<file path="src/rtl/hazard_halt_controller.sv">
// Hazard/halt controller for a 5-stage pipeline: load/RAW stalls, branch flush, HALT drain.
// Optional macro HAZARD_FORWARD_EN: forwarding present, only load-use hazards stall.
module hazard_halt_controller #(
    parameter int RegAddrBits = 3,
    parameter int DrainCycles = 3
) (
    input  logic                   CLK,
    input  logic                   RST,
    input  logic [RegAddrBits-1:0] id_rs,
    input  logic [RegAddrBits-1:0] id_rt,
    input  logic                   id_uses_rs,
    input  logic                   id_uses_rt,
    input  logic                   id_halt,
    input  logic [RegAddrBits-1:0] ex_rd,
    input  logic                   ex_wen,
    input  logic                   ex_memread,
    input  logic [RegAddrBits-1:0] mem_rd,
    input  logic                   mem_wen,
    input  logic                   branch_taken,
    output logic                   pc_write,
    output logic                   ifid_write,
    output logic                   ifid_flush,
    output logic                   idex_bubble,
    output logic                   halted,
    output logic [7:0]             stall_count
);

    localparam int CntW = (DrainCycles > 2) ? $clog2(DrainCycles) : 1;
    localparam logic [CntW-1:0] DrainInit = CntW'(DrainCycles - 1);

    typedef enum logic [1:0] {
        RUN    = 2'd0,
        DRAIN  = 2'd1,
        HALTED = 2'd2
    } state_t;

    state_t          r_state;
    logic [CntW-1:0] r_drain_cnt;
    logic [7:0]      r_stall_count;

    logic w_match_ex;
    logic w_hazard;
    logic w_stall;
    logic w_halt_go;

    // $0 is hardwired zero, so a write to it never creates a dependency.
    function automatic logic f_match(input logic uses,
                                     input logic [RegAddrBits-1:0] src,
                                     input logic [RegAddrBits-1:0] dest,
                                     input logic wen);
        return uses && (src == dest) && (dest != '0) && wen;
    endfunction

    function automatic logic [7:0] f_sat_inc(input logic [7:0] val);
        return (val == 8'hFF) ? val : val + 8'd1;
    endfunction

    assign w_match_ex = f_match(id_uses_rs, id_rs, ex_rd, ex_wen) ||
                        f_match(id_uses_rt, id_rt, ex_rd, ex_wen);

`ifdef HAZARD_FORWARD_EN
    logic w_unused_mem;
    assign w_unused_mem = ^{mem_rd, mem_wen};
    assign w_hazard     = ex_memread && w_match_ex;
`else
    logic w_unused_memread;
    assign w_unused_memread = ex_memread;
    assign w_hazard = w_match_ex ||
                      f_match(id_uses_rs, id_rs, mem_rd, mem_wen) ||
                      f_match(id_uses_rt, id_rt, mem_rd, mem_wen);
`endif

    // A taken branch squashes whatever sits in ID, so its hazard or HALT is moot.
    assign w_stall   = (r_state == RUN) && !branch_taken && w_hazard;
    assign w_halt_go = (r_state == RUN) && !branch_taken && !w_hazard && id_halt;

    always_comb begin
        pc_write    = 1'b1;
        ifid_write  = 1'b1;
        ifid_flush  = 1'b0;
        idex_bubble = 1'b0;
        halted      = 1'b0;
        case (r_state)
            RUN: begin
                if (branch_taken) begin
                    ifid_flush  = 1'b1;
                    idex_bubble = 1'b1;
                end else if (w_hazard) begin
                    pc_write    = 1'b0;
                    ifid_write  = 1'b0;
                    idex_bubble = 1'b1;
                end else if (id_halt) begin
                    pc_write    = 1'b0;
                    ifid_write  = 1'b0;
                end
            end
            DRAIN: begin
                pc_write    = 1'b0;
                ifid_write  = 1'b0;
                idex_bubble = 1'b1;
            end
            HALTED: begin
                pc_write    = 1'b0;
                ifid_write  = 1'b0;
                idex_bubble = 1'b1;
                halted      = 1'b1;
            end
            default: begin
                pc_write    = 1'b0;
                ifid_write  = 1'b0;
                idex_bubble = 1'b1;
            end
        endcase
        if (RST) begin
            pc_write    = 1'b0;
            ifid_write  = 1'b0;
            ifid_flush  = 1'b1;
            idex_bubble = 1'b1;
            halted      = 1'b0;
        end
    end

    always_ff @(posedge CLK) begin
        if (RST) begin
            r_state       <= RUN;
            r_drain_cnt   <= '0;
            r_stall_count <= 8'd0;
        end else begin
            case (r_state)
                RUN: begin
                    if (w_stall) begin
                        r_stall_count <= f_sat_inc(r_stall_count);
                    end else if (w_halt_go) begin
                        r_state     <= DRAIN;
                        r_drain_cnt <= DrainInit;
                    end
                end
                DRAIN: begin
                    if (r_drain_cnt == '0) begin
                        r_state <= HALTED;
                    end else begin
                        r_drain_cnt <= r_drain_cnt - 1'b1;
                    end
                end
                HALTED: r_state <= HALTED;
                default: r_state <= RUN;
            endcase
        end
    end

    assign stall_count = r_stall_count;

endmodule

</file>
<file path="config.mk">
export PLATFORM = sky130hd
export DESIGN_NAME = hazard_halt_controller
export DESIGN_NICKNAME = d
export VERILOG_FILES = /design/src/rtl/hazard_halt_controller.sv
export SDC_FILE = /design/constraint.sdc
export NUM_CORES = 1
export LEC_CHECK = 0
export ABC_CLOCK_PERIOD_IN_PS = 2000
export CORE_MARGIN = 2
export CORE_UTILIZATION = 32
export CTS_CLUSTER_DIAMETER = 150
export CTS_CLUSTER_SIZE = 28
export DETAILED_ROUTE_END_ITERATION = 8
export GPL_TIMING_DRIVEN = 0
export PLACE_DENSITY = 0.62
export SETUP_SLACK_MARGIN = 0.5
export SKIP_LAST_GASP = 1
export SLEW_MARGIN = 20
export SYNTH_ARGS = -nofsm -noshare
export SYNTH_HDL_FRONTEND = slang
export SYNTH_SLANG_ARGS = --single-unit
export TNS_END_PERCENT = 1
</file>
<file path="constraint.sdc">
create_clock -name CLK -period 2 [get_ports CLK]
set_clock_uncertainty 0.05 [all_clocks]
set_input_delay 0.4 -clock CLK [delete_from_list [all_inputs] [get_ports CLK]]
set_output_delay 0.4 -clock CLK [all_outputs]
set_load 0.005 [all_outputs]
</file>
# Word-level counts from Yosys, hierarchy flattened
# Cells that the tools add are included.
dict set report totals {
  ff_bits 12
  latch_bits 0
  mem_bits_rw 0
  mem_bits_ro 0
  in_bits 21
  output_inout_bits 13
  word_cells 68
  memories 0
}
dict set report classes {
  addsub 2
  multipliers 0
  div 0
  magnitude_cmp 0
  n_eq_ne 11
  shift 0
  mux 22
  bitwise_logic 1
  n_reduce_logical 29
}
# operator n
set ops {}
lappend ops {{1-bit logical AND} 16}
lappend ops {{1-bit 2-to-1 mux} 14}
lappend ops {{3-bit == test} 4}
lappend ops {{2-bit 2-to-1 mux} 6}
lappend ops {{8-bit by 1-bit adder with 8-bit output (second input constant)} 1}
lappend ops {{8-bit == test (second input constant)} 1}
lappend ops {{2-bit != test (second input constant)} 4}
lappend ops {{2-bit case mux with 3 select lines} 1}
lappend ops {{3-bit AND reduction} 2}
lappend ops {{3-bit nonzero test} 2}
lappend ops {{2-bit logical NOT} 2}
lappend ops {{2-bit case mux with 2 select lines} 1}
lappend ops {{4-bit AND reduction} 1}
lappend ops {{1-bit logical OR} 3}
lappend ops {{2-bit by 1-bit == test with 1-bit output (second input constant)} 1}
lappend ops {{2-bit == test (second input constant)} 1}
lappend ops {{1-bit logical NOT} 2}
lappend ops {{2-bit nonzero test} 1}
lappend ops {{2-bit by 1-bit subtractor with 2-bit output (second input constant)} 1}
lappend ops {{1-bit NOT} 1}

# Depth between registers and ports, before layout
dict set report logic_depth {
  depth_word 13
  depth_mapped 7
  depth_no_buf 6
}

# Least setup slack after synthesis
# OpenSTA, ideal clock, no wires.
dict set report synth_timing {
  path_type {register to register}
  start {register r_stall_count[0], in the netlist stall_count[0]}
  end {register r_stall_count[5], in the netlist stall_count[5]}
  setup_ns 0.121
  arrival_ns 1.709
  required_time_ns 1.829
  path_slack_ns 0.120
  path_stages_with_launch 7
  path_buffers 1
  period_less_slack_ns 1.880
  path_cell_list {dfxtp_1 -> ha_1 -> and3_1 -> and3_1 -> clkbuf_1 -> nor4_1 -> mux2_2}
}
dict set report synth_between {
  elab_chain_cells 3
  word_cells_on_any_way 4
  cone_classes {add/sub: 1; eq/ne: 1; bitwise: 1; reduce/logical: 1}
}
# item line_no
set synth_lines {}
lappend synth_lines {{start, declared} 39} ;# logic [7:0] r_stall_count;
lappend synth_lines {{start signal, assigned} 132} ;# r_stall_count <= f_sat_inc(r_stall_count);
lappend synth_lines {{parallel branches: the longest is 3 deep, another holds 8-bit by 1-bit adder with 8-bit output} --}
# Several ways; the timed one is not identified.
# A chain may end at the register's enable or synchronous reset.

# Worst setup path in the final report
dict set report layout_timing {
  start {input port id_rt[1]}
  end {output port pc_write}
}
dict set report layout_between {
  elab_chain_cells 11
  word_cells_on_any_way 15
  cone_classes {eq/ne: 2; mux: 4; reduce/logical: 9}
}
# item line_no
set layout_lines {}
lappend layout_lines {{start, declared} 10} ;# input logic [RegAddrBits-1:0] id_rt,
lappend layout_lines {{3-bit == test} 51} ;# return uses && (src == dest) && (dest != '0) && wen;
lappend layout_lines {{1-bit logical AND (3 in series)} 51}
lappend layout_lines {{1-bit logical OR} 58} ;# assign w_match_ex = f_match(id_uses_rs, id_rs, ex_rd, ex_wen) ||
lappend layout_lines {{1-bit logical OR} 68} ;# assign w_hazard = w_match_ex ||
lappend layout_lines {{1-bit logical OR *} 69} ;# f_match(id_uses_rs, id_rs, mem_rd, mem_wen) ||
lappend layout_lines {{1-bit 2-to-1 mux *} 88} ;# end else if (w_hazard) begin
lappend layout_lines {{1-bit 2-to-1 mux *} 85} ;# if (branch_taken) begin
lappend layout_lines {{1-bit 2-to-1 mux *} 83} ;# case (r_state)
lappend layout_lines {{1-bit 2-to-1 mux *} 114} ;# if (RST) begin
lappend layout_lines {{end, declared} 20} ;# output logic pc_write,
# Every way passes the cells marked *; elsewhere a longest branch is shown, timed or not.

==> impl_metrics.toml <==
[synthesis]
synth_area_per_cell_um2 = 8.11
ys_seq_area_share_pct = 26.9
yosysUniqueCellTypes = 34
synth_commonest_cells = "12 x dfxtp_1, 12 x xnor2_1, 9 x a21oi_1, 6 x inv_1, 6 x nand2_1"
synth-main-ff-cell = "dfxtp_1"
synth_edf_count = 0
syn_area_um2 = 892
syn_nets = 136
async_reset_ff_share_pct = 0
synthCells = 110
synthTopCellsByArea = "dfxtp_1 27%, xnor2_1 12%, ha_1 7.0%"
yosysTopAreaCell = "dfxtp_1"
synth_top_area_share_pct = 26.9
yosys_warnings = 0
ys_ff_latch = 12

[critical_path]
r2r_start = "r_state[0]$_SDFFE_PP0P_"
cp-startpoint = "id_rt[1]"
crit_arrival_ns = 1.50
path_buf_inv = 3
cp_top_family = "compound AO/OA/AOI/OAI gates"
slowest_delay_ns = 0.23
crit_path_max_fanout = 2
r2r_cells = 8
cpMostUsedCell = "buf_6"
slowest_stage = "o211a_1"
r2r-end = "stall_count[7]$_SDFFE_PP0P_"
required_ns = 1.55
end_kind = "primary output"
path_cells = "buf_8 > xnor2_2 > nand4_1 > a21oi_2 > nor3_1 > o211a_1 > buf_6 > buf_6"
critical_path.startpoint_type = "primary input"
endpoint = "pc_write"
reg2reg_slack_ns = 0.20
path_class = "primary input to primary output"
path_depth = 8

[sta]
hold_viol_final = 0
tightest_slew_ns = 0.324
holdWs_ns = 0.442
period_minus_slack_ns = 1.95
finalWorstSetupSlack_ns = 0.0464
finalSetupViolCount = 0
min_period_over_period_pct = 97.7
max-slew-margin-rel_pct = 78.1
drv_slew = 0
max_freq_mhz = 512
rsz0062_at_grt = "true"
setup_tns_ns = 0

[power_and_ir_drop]
p_sw_share_pct = 29.9
p_clk_share_pct = 24.1
switching_power_uw = 193
total_power_uw = 645
seqPwrFrac_pct = 39.7
vdd_drop_max_mv = 0.255
p_int_uw = 452
p_leak_nw = 0.555
pwr-share-comb_pct = 36.3
p_per_area_mw_per_mm2 = 448

[placed_design]
gp_congestion = 0.751
post_dp_cell_area_mm2 = 0.00128
hpwl_um = 1730
place_inst = 173
preCtsSetupSlack_ns = -0.822
port_buffers = 32

[floorplanning]
die_w_um = 56.8
rows = 19
io_pins = 34
core_mm2 = 0.00271
initial_core_util_pct = 32.9
die_area_mm2 = 0.00323
die_h_um = 56.8

[grt]
grt_max_degree = 11
grt.overflow.total = 0
grt_pass1_wl_um = 3840
grt_use_total_pct = 15.1
grt_pass1_vias = 894
grt_antenna_before_repair = 0

[routing]
dr.pass1.iters = 4
ant_nets = 0
avgViaCountPerCell = 5.41
post-route-drc-count = 0
routedWlPerCell_um = 12.9
vias = 980
first_iter_violations = 8
routed_wl_um = 2340

[clock_network]
insertion_delay_ns = 0.28
cts.sinks = 12
clkTransAtPathRegs_ns = 0.08
cts_max_level = 1
numCtsBuffers = 3
clock-root-buffer = "clkbuf_4"
cts_tree = "built"
cts_buffer_depth = 2

[finish]
area_growth_pct = 61.6
drive_gt1_share_pct = 34.7
design_area_mm2 = 0.00144
final_cells = 181
num_antenna_cells = 0
fillers = 277
fin_nets = 178
final_core_util_pct = 53.2

[hold_path]
hold_path_class = "flop to flop"

[run]
maxCapViolCount = 0

[status]
status = "complete, no violations"
cell usage in the layout, fill, tap and decap left out, drive strengths merged, types with 6 or more instances in the layout:
cell and instances:
dfxtp 12, buf 21, a21oi 11, clkdlybuf4s50 11, inv 6, xnor2 12
dlygate4sd2 6, nand2 6
power groups by stage:
stage               clock network (mW)  registers, mW  logic [mW]
CTS                              0.155          0.256       0.223
global route                     0.170          0.257       0.256
global placement                     0          0.260       0.189
floorplan                            0          0.259       0.105
detailed placement                   0          0.261       0.194
finish                           0.155          0.256       0.234
state kept, by name, indices dropped and copies added (netlist names):
name         cells
r_state          2
stall_count      8
r_drain_cnt      2
worst min-delay path by stage:
stage                                     start                          end  slack (ns)  cells past startpoint
global placement    stall_count[7]$_SDFFE_PP0P_  stall_count[7]$_SDFFE_PP0P_        0.43                      2
detailed placement  stall_count[7]$_SDFFE_PP0P_  stall_count[7]$_SDFFE_PP0P_        0.43                      2
finish              stall_count[7]$_SDFFE_PP0P_  stall_count[7]$_SDFFE_PP0P_        0.44                      2
CTS                 stall_count[7]$_SDFFE_PP0P_  stall_count[7]$_SDFFE_PP0P_        0.44                      2
global route        stall_count[7]$_SDFFE_PP0P_  stall_count[7]$_SDFFE_PP0P_        0.47                      2
floorplan               r_state[1]$_SDFFE_PP0P_      r_state[1]$_SDFFE_PP0P_        0.42                      2
tightest hold or removal path, delay by kind of cell, from the launching register on:
kind,cells,cell delay (ns)
flops,1,0.34
compound gates,2,0.11
cell families (layout without fill, tap and decap cells):
kind of cell             count (synthesis)  count (layout)  share of synthesized area (%)
AO/OA/AOI/OAI                           31              31                           24.0
AND/OR/NAND/NOR                         39              39                           24.3
flip-flops                              12              12                           26.9
buffers and inverters                   10              50                           4.77
XOR/XNOR                                12              12                           11.8
multiplexers                             1               1                           1.26
adder cells (fa/ha/maj)                  5               5                           7.01
area by class of cell:
type	instances	area, um2	area share (%)
multi-input combinational	88	726	50.3
tap	31	38.8	2.69
clock buffer	3	22.5	1.56
inverter	6	22.5	1.56
buffer	4	28.8	2.00
sequential	12	241	16.8
timing repair buffer	37	362	25.1
timing repair:
action	CTS	global route
pin swaps	19	5
hold buffers	0	0
buffers inserted	3	2
setup endpoints to repair	25	25
gates resized for setup	105	2
metal layers:
| layer | part of all wire (%) | GRT usage, % |
|---|---|---|
| met2 | 48 | 27.1 |
| met1 | 43 | 16.9 |
| met3 | 6.5 | 3.00 |
| met5 | 0 | 0 |
| met4 | 2.3 | 6.98 |
Power figures use the tool's default switching activity.
==> variant 1 (same flow settings) <==
The 3 states of `state_t` get a one-hot encoding in 3 bits.
--- a/src/rtl/hazard_halt_controller.sv
+++ b/src/rtl/hazard_halt_controller.sv
@@ -28,10 +28,10 @@
     localparam int CntW = (DrainCycles > 2) ? $clog2(DrainCycles) : 1;
     localparam logic [CntW-1:0] DrainInit = CntW'(DrainCycles - 1);
 
-    typedef enum logic [1:0] {
-        RUN    = 2'd0,
-        DRAIN  = 2'd1,
-        HALTED = 2'd2
+    typedef enum logic [2:0] {
+        RUN    = 3'b001,
+        DRAIN  = 3'b010,
+        HALTED = 3'b100
     } state_t;
 
     state_t          r_state;
Function: no difference found for any inputs over 10 cycles, from zero or initial values and one cycle with RST high; not proved beyond that.
==> variant 1 against the original RTL <==
Routed wire length up 33%. Clock power up 14%. Via count up 7.6%. Power up 5.1%. Design area up 14%. Sequential cell count up 1. Worst setup slack worse by 350 ps. Sequential share of layout area down 0.85 points. The flow now finishes with violations (negative setup slack). Fmax down 15%. Sequential power up 5%. Largest power group unchanged. Register-to-register slack worse by 240 ps. Synthesized area down 1.5%.
==> variant 1: results (changes against the original RTL) <==
metric,value,unit,change
Synth Instances,104,,-5.5%
layout cell share with drive strength beyond 1,0.4094,,+0.06269
M2 GR Usage,0.3966,,+0.1259
Post-synth top cells,"dfxtp_1, xnor2_1, a21oi_1, inv_1",,
Total GRT Usage,0.2105,,+0.05979
Worst Hold Depth,3,,+1
"CP delay by family, top",buffers and inverters,,
outcome,"finished, violations left",,
arrival time worst endpoint,2440,ps,+940 ps
starting DRC count in detailed routing,54,,+46
Nets,195,,+9.6%
metal3 WL,167,um,+9.9%
"Seq/Total Area, Yosys",0.2963,,+0.02701
worst vdd ir,0.3781,mV,+48%
hpwl dp,1732,um,about the same
reg2reg setup slack,-40,ps,-240 ps
WHS,461.8,ps,+19.87 ps
Hold EP,r_drain_cnt[0],,
slowest CP cell,a21oi_4,,
P_leak,0.6729,nW,+21%
reg2reg end,stall_count[2],,
Final GP Congestion,0.7835,,+4.3%
Slew headroom,0.7190,,-0.06192
final setup margin,-299.6,ps,-346.0 ps
pwr dens,414.6,mW/mm^2,-7.4%
Crit Path Max Fanout,3,,+1
met1 WL,1286,um,+29%
Final TNS setup,-2695,ps,-2695 ps
hold path start,r_drain_cnt[0],,
Reg-to-Reg Start,r_state[1],,
GR Util met3,0.05300,,+0.02304
fillcell total,208,,-25%
failing checks,negative setup slack,,
Placed Cells,166,,-4.0%
pre-CTS WS,-1001,ps,-178.7 ps
drt via density,5.244,,-3.2%
most area-consuming cells after synthesis,"dfxtp_1, xnor2_1, nand4_1, a21oi_1, ha_1",,
first-pass GRT wire length,5140,um,+34%
Final Non-Filler Cells,201,,+11%
Post-DP Area,0.001247,mm^2,-2.4%
endpoints failing setup,13,,+13
"Net Count, Synth",127,,-6.6%
==> variant 1: cell types whose count changed in the layout (fill, tap and decap cells not counted), moves of 3 or more <==
cell | unedited run | this run
buf_4 | 6 | 20
xnor2_2 | 11 | 6
buf_2 | 2 | 6
or4_1 | 3 | 0
xnor2_1 | 1 | 7
buf_6 | 12 | 19
nor2b_1 | 3 | 0
a21oi_1 | 9 | 4
==> variant 1: kinds of logic (layout without fill, tap and decap cells) <==
family,after synthesis,count (layout),synth area share
DFF,13,13,0.2963
buffers and inverters,9,76,0.05128
AOI/OAI and AO/OA,27,27,0.2137
muxes,1,1,0.01140
adders and majority gates,2,2,0.02849
and+or+nand+nor,37,37,0.2493
xor gates and xnor gates,15,15,0.1496
==> variant 1: repair_timing <==
action	CTS	global route
buffers inserted	30	1
cloned	0	0
hold endpoints to repair	0	0
pin swaps	27	3
resized for setup	109	4
setup endpoints to repair	25	25
==> variant 1: power by group <==
group          leakage (nW)  internal, mW  switching (mW)  total, mW
registers             0.105         0.264         0.00605      0.270
clock network        0.0150        0.0778          0.0990      0.177
logic                 0.553         0.135          0.0966      0.232
==> variant 1: worst max path at each step <==
stage                     startpoint        endpoint  slack, ps  cells past startpoint
after floorplan            mem_rd[0]        pc_write        110                      7
after global placement     mem_rd[2]        pc_write       -980                      9
after detailed placement    id_rs[0]        pc_write      -1000                      9
after CTS                  mem_rd[0]        pc_write       -190                     10
after global routing       mem_rd[2]  stall_count[2]       -370                     16
final                      mem_rd[2]  stall_count[2]       -300                     16
==> variant 1: area by class of cell <==
cell class | instances | share of cell area
tap | 30 | 0.02294
clock buffer | 4 | 0.01606
multi-input combinational | 82 | 0.4151
timing repair buffer | 63 | 0.3532
buffer | 3 | 0.01988
sequential | 13 | 0.1590
inverter | 6 | 0.01376
==> variant 2 (same settings) <==
Made on the original files. Change the parameter `RegAddrBits` from 3 to 2.
--- a/src/rtl/hazard_halt_controller.sv
+++ b/src/rtl/hazard_halt_controller.sv
@@ -1,7 +1,7 @@
 // Hazard/halt controller for a 5-stage pipeline: load/RAW stalls, branch flush, HALT drain.
 // Optional macro HAZARD_FORWARD_EN: forwarding present, only load-use hazards stall.
 module hazard_halt_controller #(
-    parameter int RegAddrBits = 3,
+    parameter int RegAddrBits = 2,
     parameter int DrainCycles = 3
 ) (
     input  logic                   CLK,
Ports: changed (resized ex_rd, id_rs, id_rt and mem_rd); port bits go from 34 to 30. The function was not compared with the original's and may differ.
==> variant 2 against the original RTL <==
The run now ends with negative setup slack left. Worst hold slack about the same. Non-clock buffer count decreased by 3. Routed wire length decreased by 1.5%. Power increased by 44%. Worst setup slack got worse by 57 ps. Register-to-register slack improved by 160 ps. Sequential cell count unchanged. Synthesized area decreased by 3.8%. Design area decreased by 8.2%. Critical endpoint unchanged. Highest routed layer unchanged.
==> variant 2: results (changes against the original RTL) <==
metric,value,unit,change
outcome,"finished, violations left",,
failing checks,negative setup slack,,
reg2reg setup slack,360,ps,+160 ps
most area-consuming cells after synthesis,"dfxtp_1, ha_1, nand3b_1, nand3_1, nand2_1",,
first-pass GRT wire length,3995,um,+4.1%
slowest cell delay on critical path,240,ps,
hpwl dp,1593,um,-8.0%
starting DRC count in detailed routing,18,,+10
Post-synth top cells,"dfxtp_1, nand2_1, nand3_1, nand3b_1",,
ys async rst share,0,,unchanged
Worst-Skew Late Latency,280,ps,about the same
critical path endpoint,pc_write,,
vias in the first global route,895,,+0.11%
final setup margin,-10.53,ps,-56.93 ps
max FFs per register,8,,unchanged
drt via density,5.428,,+0.25%
Cell variety after synth,37,,+8.8%
hold crit path type,flop to flop,,
"Seq/Total Area, Yosys",0.2799,,+0.01060
layout cell share with drive strength beyond 1,0.3357,,-0.01100
"Reg clk slew, reported paths",80,ps,about the same
final hold violation count,0,,unchanged
P_leak,0.5244,nW,-5.4%
Reg-to-Reg Start,r_state[1],,
first-pass detailed-route iteration total,5,,+1
worst r2r path cells,7,,-1
Max clock buf depth,2,,unchanged
worst vdd ir,0.5691,mV,+120%
Total Wirelength,2305,um,-1.5%
largest net degree at the start of global routing,11,,unchanged
Final TNS setup,-10.53,ps,-10.53 ps
endpoints failing setup,1,,+1
arrival time worst endpoint,1560,ps,+60 ps
H-tree depth,1,,unchanged
pre-CTS WS,-936.9,ps,-114.6 ps
Final GP Congestion,0.7865,,+4.7%
initial antenna violation count,0,,unchanged
cts bufs inserted,3,,unchanged
Nets,166,,-6.7%
ANT cells,0,,unchanged
CTS root buf,clkbuf_4,,
"Net Count, Synth",126,,-7.4%
Port Buffer Count,28,,-13%
crit path from,ex_rd[1],,
Crit Path Max Fanout,3,,+1
Worst-Margin Slew,500.2,ps,+175.7 ps
reg2reg end,stall_count[5],,
Total GRT Usage,0.1580,,+0.007310
Yosys warnings,0,,unchanged
slowest CP cell,a22oi_2,,
fillcell total,250,,-9.7%
variant 2: cell count changes in the layout (fill, tap and decap cells not counted), moves of 3 or more:
cell           change
a21oi_1            -3
dlygate4sd2_1      -4
nand2_1            +4
nand3_2            +5
nand3b_1           +7
xnor2_2           -11
variant 2: layout make-up:
cell class,count,area [um^2],share of cell area
Inverter,8,30.03,0.02268
Timing Repair Buffer,35,326.6,0.2467
Sequential cell,12,240.2,0.1815
Tap cell,30,37.54,0.02836
Buffer,3,32.53,0.02457
Clock buffer,4,36.28,0.02741
Multi-Input combinational cell,81,620.6,0.4688
variant 2: kinds of logic after synthesis:
family          Yosys count  share of synthesized area
mux                       3                    0.03644
flops                    12                     0.2799
compound gates           22                     0.2041
simple gates             51                     0.3455
fa+ha+maj                 5                    0.07289
buf+inv                  11                    0.06122
variant 2: per-stage QoR:
| stage | power [mW] | cell area [um^2] | cells | util | hold WS (ps) |
|---|---|---|---|---|---|
| after detailed placement | 0.6770 | 1191 | 162 | 0.4765 | 433.6 |
| after floorplan | 0.5386 | 873.3 | 104 | - | 404.7 |
| after global placement | 0.6659 | 1191 | 162 | 0.4765 | 416.9 |
| final | 0.9268 | 1324 | 173 | 0.5295 | 442.2 |
| after global routing | 0.9999 | 1324 | 173 | 0.5295 | 470.8 |
| after CTS | 0.9235 | 1304 | 171 | 0.5215 | 447.5 |
variant 2: repair_timing:
action	in CTS	in global routing
endpoints found under the hold margin	0	0
buffers inserted	5	2
resized for setup	83	5
pin swaps	9	5
setup endpoints to repair	25	25
variant 2: worst max-delay path, delay by kind of cell:
kind                   cells  cell delay, ps
AO/OA/AOI/OAI              2             380
AND/OR/NAND/NOR            3             310
buffers and inverters      4             470
variant 2: layer usage:
metal | vias up | global-route usage | wire (um)
li1 | 466 | - | -
met1 | 431 | 0.1977 | 976
met2 | 38 | 0.2636 | 1112
met3 | 4 | 0.03953 | 187
met4 | 0 | 0.05226 | 27
met5 | - | 0 | 0
variant 2: worst min-delay path by stage:
stage                              start              to  slack [ps]  depth (start not counted)
after floorplan               r_state[1]      r_state[1]         400                          2
after global placement        r_state[1]      r_state[1]         420                          2
after detailed placement  stall_count[1]  stall_count[1]         430                          2
after CTS                 stall_count[1]  stall_count[1]         450                          2
after global routing          r_state[1]      r_state[1]         470                          2
final                     stall_count[1]  stall_count[1]         440                          2
variant 2: where the power goes:
part | total, mW | internal (mW) | switching (mW)
combinational | 0.438 | 0.213 | 0.225
clock | 0.202 | 0.111 | 0.0910
sequential | 0.287 | 0.268 | 0.0180
